--- src/rtl/alu_pkg.sv ---
// ----------------------------------------------------------------------------
// alu_pkg
//   Constants shared between the core ALU and the blocks that borrow it.
//   ALU opcodes (4 bit) and the state type of the multiply sequencer.
// ----------------------------------------------------------------------------
package alu_pkg;

    localparam logic [3:0] ALU_AND = 4'b0000;
    localparam logic [3:0] ALU_OR  = 4'b0001;
    localparam logic [3:0] ALU_ADD = 4'b0010;
    localparam logic [3:0] ALU_SUB = 4'b0110;

    typedef enum logic [1:0] {
        IDLE = 2'd0,
        RUN  = 2'd1,
        DONE = 2'd2
    } mul_state_t;

endpackage

--- src/rtl/alu_mul_sequencer.sv ---
// ----------------------------------------------------------------------------
// alu_mul_sequencer
//   Computes the low XLEN bits of op_a*op_b by shift-and-add, using the shared
//   core ALU for every addition. One ALU add per granted cycle; the run ends
//   as soon as no set multiplier bits remain.
//
// Ports
//   clk, rst_n               clock, asynchronous active-low reset
//   start_valid/start_ready  operand handshake (op_a multiplicand, op_b multiplier)
//   flush                    synchronous abort back to idle
//   alu_req/alu_gnt          borrow request / grant for the shared ALU
//   alu_src1/alu_src2        accumulator / shifted multiplicand to the ALU
//   alu_code                 ALU opcode, ADD while requesting
//   alu_result               ALU sum back from the core
//   res_valid/res_ready      product handshake, res_data = product
// ----------------------------------------------------------------------------
module alu_mul_sequencer
    import alu_pkg::*;
#(
    parameter int XLEN  = 64,
    parameter int CNT_W = 7
) (
    input  logic            clk,
    input  logic            rst_n,
    input  logic            start_valid,
    output logic            start_ready,
    input  logic [XLEN-1:0] op_a,
    input  logic [XLEN-1:0] op_b,
    input  logic            flush,
    output logic            alu_req,
    input  logic            alu_gnt,
    output logic [XLEN-1:0] alu_src1,
    output logic [XLEN-1:0] alu_src2,
    output logic [3:0]      alu_code,
    input  logic [XLEN-1:0] alu_result,
    output logic            res_valid,
    input  logic            res_ready,
    output logic [XLEN-1:0] res_data
);

    mul_state_t      state_reg, state_next;
    logic [XLEN-1:0] acc_reg, acc_next;
    logic [XLEN-1:0] mcand_reg, mcand_next;
    logic [XLEN-1:0] mplier_reg, mplier_next;
    logic [CNT_W-1:0] cnt_reg, cnt_next;

    localparam logic [CNT_W-1:0] CNT_LAST = CNT_W'(XLEN - 1);

    always_comb begin
        state_next  = state_reg;
        acc_next    = acc_reg;
        mcand_next  = mcand_reg;
        mplier_next = mplier_reg;
        cnt_next    = cnt_reg;

        if (flush) begin
            // Abort wins over everything else, including a coincident start.
            state_next = IDLE;
        end else begin
            case (state_reg)
                IDLE: begin
                    if (start_valid) begin
                        acc_next    = '0;
                        mcand_next  = op_a;
                        mplier_next = op_b;
                        cnt_next    = '0;
                        // A zero multiplier needs no additions at all.
                        state_next  = (op_b != '0) ? RUN : DONE;
                    end
                end
                RUN: begin
                    // Without a grant the ALU result belongs to someone else,
                    // so every register simply holds.
                    if (alu_gnt) begin
                        if (mplier_reg[0]) begin
                            acc_next = alu_result;
                        end
                        mcand_next  = mcand_reg << 1;
                        mplier_next = mplier_reg >> 1;
                        cnt_next    = cnt_reg + 1'b1;
                        if (((mplier_reg >> 1) == '0) || (cnt_reg == CNT_LAST)) begin
                            state_next = DONE;
                        end
                    end
                end
                DONE: begin
                    if (res_ready) begin
                        state_next = IDLE;
                    end
                end
                default: state_next = IDLE;
            endcase
        end
    end

    always_ff @(posedge clk or negedge rst_n) begin
        if (!rst_n) begin
            state_reg  <= IDLE;
            acc_reg    <= '0;
            mcand_reg  <= '0;
            mplier_reg <= '0;
            cnt_reg    <= '0;
        end else begin
            state_reg  <= state_next;
            acc_reg    <= acc_next;
            mcand_reg  <= mcand_next;
            mplier_reg <= mplier_next;
            cnt_reg    <= cnt_next;
        end
    end

    // All outputs are decoded from registers only, so the arbiter's
    // combinational grant cannot loop back through this block.
    assign start_ready = (state_reg == IDLE);
    assign alu_req     = (state_reg == RUN);
    assign alu_code    = alu_req ? ALU_ADD : 4'b0000;
    assign alu_src1    = acc_reg;
    assign alu_src2    = mcand_reg;
    assign res_valid   = (state_reg == DONE);
    assign res_data    = res_valid ? acc_reg : '0;

endmodule

--- config.mk ---
export PLATFORM = sky130hd
export DESIGN_NAME = alu_mul_sequencer
export DESIGN_NICKNAME = d
export VERILOG_FILES = /design/src/rtl/alu_pkg.sv /design/src/rtl/alu_mul_sequencer.sv
export SDC_FILE = /design/constraint.sdc
export NUM_CORES = 1
export LEC_CHECK = 0
export BUFFER_PORTS_ARGS = -buffer_cell sky130_fd_sc_hd__buf_2
export CAP_MARGIN = 10
export CORE_MARGIN = 2
export CORE_UTILIZATION = 25
export CTS_BUF_LIST = sky130_fd_sc_hd__clkbuf_2
export CTS_CLUSTER_DIAMETER = 200
export DETAILED_ROUTE_END_ITERATION = 12
export PLACE_DENSITY = 0.56
export SLEW_MARGIN = 20
export SYNTH_ARGS = -nofsm -noshare
export SYNTH_HDL_FRONTEND = slang
export SYNTH_SLANG_ARGS = --single-unit
--- constraint.sdc ---
create_clock -name clk -period 1.7 [get_ports clk]
set_clock_uncertainty 0.05 [all_clocks]
set_input_delay 0.085 -clock clk [delete_from_list [all_inputs] [get_ports clk]]
set_output_delay 0.085 -clock clk [all_outputs]
set_load 0.05 [all_outputs]
# After elaboration in Yosys (flattened, before gate mapping)
# Cells that the tools add are included.
# W data, S select, Z words.
[totals]
elab_cells = 47
ram_bits = 0
out_inout_bits = 199
memories = 0
latch_bits = 0
inputBits = 198
ff_bits = 201
rom_bits = 0
[op_classes]
muxes = 22
n_eq_ne = 10
bitwise_logic = 1
order_cmp = 0
n_shift = 0
div_mod_pow = 0
n_addsub = 1
mul = 0
n_reduce_logical = 8
[ops]
columns = ["cell", "count"]
rows = [
  ["$mux W64", 8],
  ["$pmux W64 S2", 3],
  ["$logic_not A64 Y1", 1],
  ["$reduce_bool A64 Y1", 1],
  ["$mux W2", 7],
  ["$mux W7", 2],
  ["$pmux W7 S2", 1],
  ["$ne A3 B2 Y1 const B", 4],
  ["$reduce_and A4 Y1", 2],
  ["$add A7 B1 Y7 const B", 1],
  ["$eq A7 B6 Y1 const B", 1],
  ["$pmux W2 S3", 1],
  ["$reduce_and A5 Y1", 1],
  ["$ne A2 B1 Y1 const B", 2],
  ["$eq A2 B1 Y1 const B", 1],
  ["$eq A2 B2 Y1 const B", 1],
  ["$logic_not A2 Y1", 1],
  ["$ne A2 B2 Y1 const B", 1],
  ["$reduce_bool A2 Y1", 1],
  ["$logic_or A1 B1 Y1", 1],
  ["$not A1 Y1", 1],
]

# Longest topological paths before layout
[depth]
word_depth = 6
mapped_depth = 7
ltp_nobuf = 6

# Least setup slack after synthesis
# OpenSTA, ideal clock, no wires.
[synth_timing]
path_kind = "reg2out"
startpoint = "reg state_reg[0]"
endpoint = "out res_data[55]"
required_time_ns = 1.565
setup_slack_ns = -0.256
path_stages_with_launch = 5
path_buffers = 2
arrival_time_ns = 1.821
cell_sequence = "dfrtp_1 -> buf_4 -> nor2b_1 -> clkbuf_1 -> and2_1"
[synth_via]
elab_chain_len = 2
[synth_lines]
columns = ["element", "line_no", "rtl"]
rows = [
  ["start, declared", "alu_mul_sequencer.sv:41", "mul_state_t state_reg, state_next;"],
  ["start signal, assigned", "alu_mul_sequencer.sv:104", "state_reg <= state_next;"],
  ["$eq A2 B2 Y1", "alu_mul_sequencer.sv:119", "assign res_valid = (state_reg == DONE);"],
  ["named net res_valid", "alu_mul_sequencer.sv:36", "output logic res_valid,"],
  ["$mux W64", "alu_mul_sequencer.sv:120", "assign res_data = res_valid ? acc_reg : '0;"],
  ["end, declared", "alu_mul_sequencer.sv:38", "output logic [XLEN-1:0] res_data"],
]
# The timed path passes the listed nets, and every way through them passes these cells.

# Final worst setup path
[layout_timing]
startpoint = "reg state_reg[0]"
endpoint = "out res_data[43]"
[layout_via]
elab_chain_len = 2
[layout_lines]
columns = ["element", "line_no"]
rows = [
  ["$eq A2 B2 Y1", "alu_mul_sequencer.sv:119"],
  ["$mux W64", "alu_mul_sequencer.sv:120"],
]
# No other way between the ends.

==> reports/summary.txt <==
Iter 0 DRT Violations - 765
gpl congestion - 0.826
aggregate global-route resource usage - 24.3%
fillers - 2785
Reg clk slew, reported paths - 0.09 ns
final net count - 2226
Seq pwr share - 26.5%
ratio of cells with drive above 1 in the final layout - 40.4%
Final WS setup - -0.650 ns
Tcrit/Tclk final - 138%
die area - 0.0383 mm^2
drt drc - 0
final max-slew violation count - 0
fmax - 426 MHz
largest net degree at the start of global routing - 60
Area Growth Syn to Fin - 124%
static leakage - 0.00973 uW
status - complete, but fails checks
yosys synthesis warning count - 0
Clock power frac - 10.6%
Hold Crit Class - in2reg
Core Area - 0.0363 mm^2
Int Pwr - 17600 uW
Final ANT Viol Nets - 0
P_sw - 16700 uW
Slowest cell on crit path - dfrtp_1
wire per inst - 21.5 um
post-synth cell types - 32
Syn Inst Count - 1017
most frequent CP cell - buf_6
CP Capture Type - primary output
Clock Latency Late Sink - 0.89 ns
cell chosen for the clock root - clkbuf_2
crit path DAT - 2.22 ns
clock buffer depth - 3
CTS tree - done
failing checks - negative setup slack
CP required - 1.56 ns
initial antenna violation count - 3
first-pass GRT wire length - 72500 um
crit path kind - reg2out
asr flop ratio synth - 100%
chip width - 196 um
ys flop type - dfrtp_1
EDFF count, synth - 0
switch share - 48.6%
Seq cells post-synth - 201
Seq/Total Area, Yosys - 54.8%
Via Count - 12800
Fin. Hold Viols - 0
Setup crit start kind - register
Fin Hold WS - 0.148 ns
Crit path largest cell delay - 0.41 ns
Pre-Repair DR Iteration Count - 8
vias in the first global route - 13100
H-tree levels - 2
power density cells - 1660 mW/mm^2
Die H - 196 um
I/O pin count - 397
Post-Syn Area per Cell - 9.02 um^2
grt ovf - 0
Post-Syn Area - 0.00918 mm^2
Vias/cell - 5.03
# rows - 70
RSZ-0062 raised after global routing - true
Finished Cell Area - 0.0206 mm^2
Port Buffers - 393
WL final - 54700 um
detailed placement HPWL - 24900 um
dpl cell area - 0.0127 mm^2
peak supply drop - 0.672 mV
fin crit period - 2.35 ns
setup violators final - 276
total clock sinks - 201
CP Cell Sequence - buf_6 > nor2b_4 > buf_12 > clkbuf_16 > and2_2 > buf_6
Initial Util - 25.2%
Comb pwr share - 62.9%
CP Max Fanout - 11
number of CTS-inserted buffers - 56
max-cap violations - 0
## cell usage after synthesis (2+ instances only)
master,n,share of area (%)
buf_4,6,0.49
o21ai_0,6,0.33
nand4_1,8,0.55
nand3_1,5,0.27
dfrtp_1,201,55
nor4_1,32,2.2
a31oi_1,126,8.6
mux2i_1,3,0.33
nand2_1,268,11
nor2_1,131,5.4
buf_2,42,2.3
a21oi_1,3,0.16
a22o_1,67,6.4
nand2b_1,2,0.14
clkbuf_1,33,1.3
and2_1,64,4.4
nor3_1,5,0.27
## per-layer routing
| metal | routed length, um | global-route usage (%) |
|---|---|---|
| met3 | 4370 | 5.79 |
| met5 | 0 | 0 |
| met1 | 20300 | 27.4 |
| met2 | 26600 | 41.1 |
| met4 | 3340 | 16.0 |
## timing repair
item / in CTS / in global routing
hold buffers: 385 / 0
cloned: 14 / 34
resized for setup: 427 / 110
buffers inserted: 55 / 20
setup endpoints to repair: 279 / 344
hold endpoints to repair: 402 / 0
pin swaps: 6 / 19
## cell usage in the layout (no fill, tap or decap), types with 3 or more instances in the layout
master / synthesis / final
o21ai_0: 6 / 5
dfrtp_2: 0 / 5
buf_12: 0 / 30
a21oi_1: 3 / 3
a22o_1: 67 / 67
buf_8: 0 / 53
a31oi_4: 0 / 4
buf_2: 42 / 211
a31oi_1: 126 / 115
clkbuf_16: 0 / 27
conb_1: 1 / 3
and2_1: 64 / 7
nand4_1: 8 / 8
buf_16: 0 / 17
dlygate4sd3_1: 0 / 384
nand2_1: 268 / 268
nand3_1: 5 / 5
nor3_1: 5 / 5
a31oi_2: 0 / 7
nor2_1: 131 / 124
nor2_2: 0 / 6
bufbuf_16: 0 / 3
diode_2: 0 / 3
buf_6: 0 / 133
clkinv_1: 0 / 11
nor4_2: 0 / 7
and2_4: 0 / 39
buf_4: 6 / 173
dfrtp_1: 201 / 196
and2_2: 0 / 18
clkbuf_2: 0 / 86
nor4_1: 32 / 24
## cell type report
| cell class | count | area (um^2) | share of cell area (%) |
|---|---|---|---|
| inverters | 2 | 20.0 | 0.0972 |
| repair buffers | 1032 | 10300 | 50.2 |
| well taps | 468 | 586 | 2.84 |
| multi-input cells | 734 | 4120 | 20.0 |
| clock inverters | 14 | 53.8 | 0.261 |
| clock buffers | 86 | 430 | 2.09 |
| flip-flops and latches | 201 | 5040 | 24.5 |
| diodes | 3 | 7.51 | 0.0364 |
## stage by stage
stage	worst slack [ns]	total power [uW]	instances	TNS, ns	utilization (%)
5_1_grt	-0.810	35800	2540	-117.74	56.7
4_1_cts	-0.709	31500	2487	-66.49	52.9
2_1_floorplan	0.0292	18200	1019	0	-
6_report	-0.650	34300	2540	-86.13	56.7
3_3_place_gp	-0.217	23400	1933	-1.29	35.0
3_5_place_dp	-0.256	23600	1933	-2.97	35.0
## final timing paths
kind	end	from	slack [ns]	depth (start not counted)
worst max-delay path	res_data[43]	state_reg[0]	-0.65	6
worst min-delay path	mplier_reg[43]	op_b[43]	0.15	5
worst max register to register	alu_src2[22]	state_reg[0]	-0.34	12
worst min register to register	cnt_reg[6]	cnt_reg[6]	0.50	2
max in group asynchronous	mplier_reg[3]	rst_n	0.71	5
min in group asynchronous	alu_src2[4]	rst_n	0.20	4
## worst max-delay path: cells and delay by family, from the launching register on
kind | cells | cell delay, ns
simple gates | 2 | 0.31
flops | 1 | 0.41
buf+inv | 4 | 0.64
## kinds of logic after synthesis
kind of cell	after synthesis	share of synthesized area, %
adders and majority gates	1	0.136
buffers and inverters	84	4.25
and+or+nand+nor	520	24.5
muxes	4	0.450
DFF	201	54.8
other	1	0.0409
AOI/OAI and AO/OA	206	15.8
## power groups by stage
stage	Clock (uW)	Sequential (uW)	Combinational [uW]
final	3620	9090	21600
after global routing	3970	9280	22600
after global placement	0	8610	14800
after CTS	3630	8800	19100
after floorplan	0	13200	5050
after detailed placement	0	8720	14800
Power figures use the tool's default switching activity.
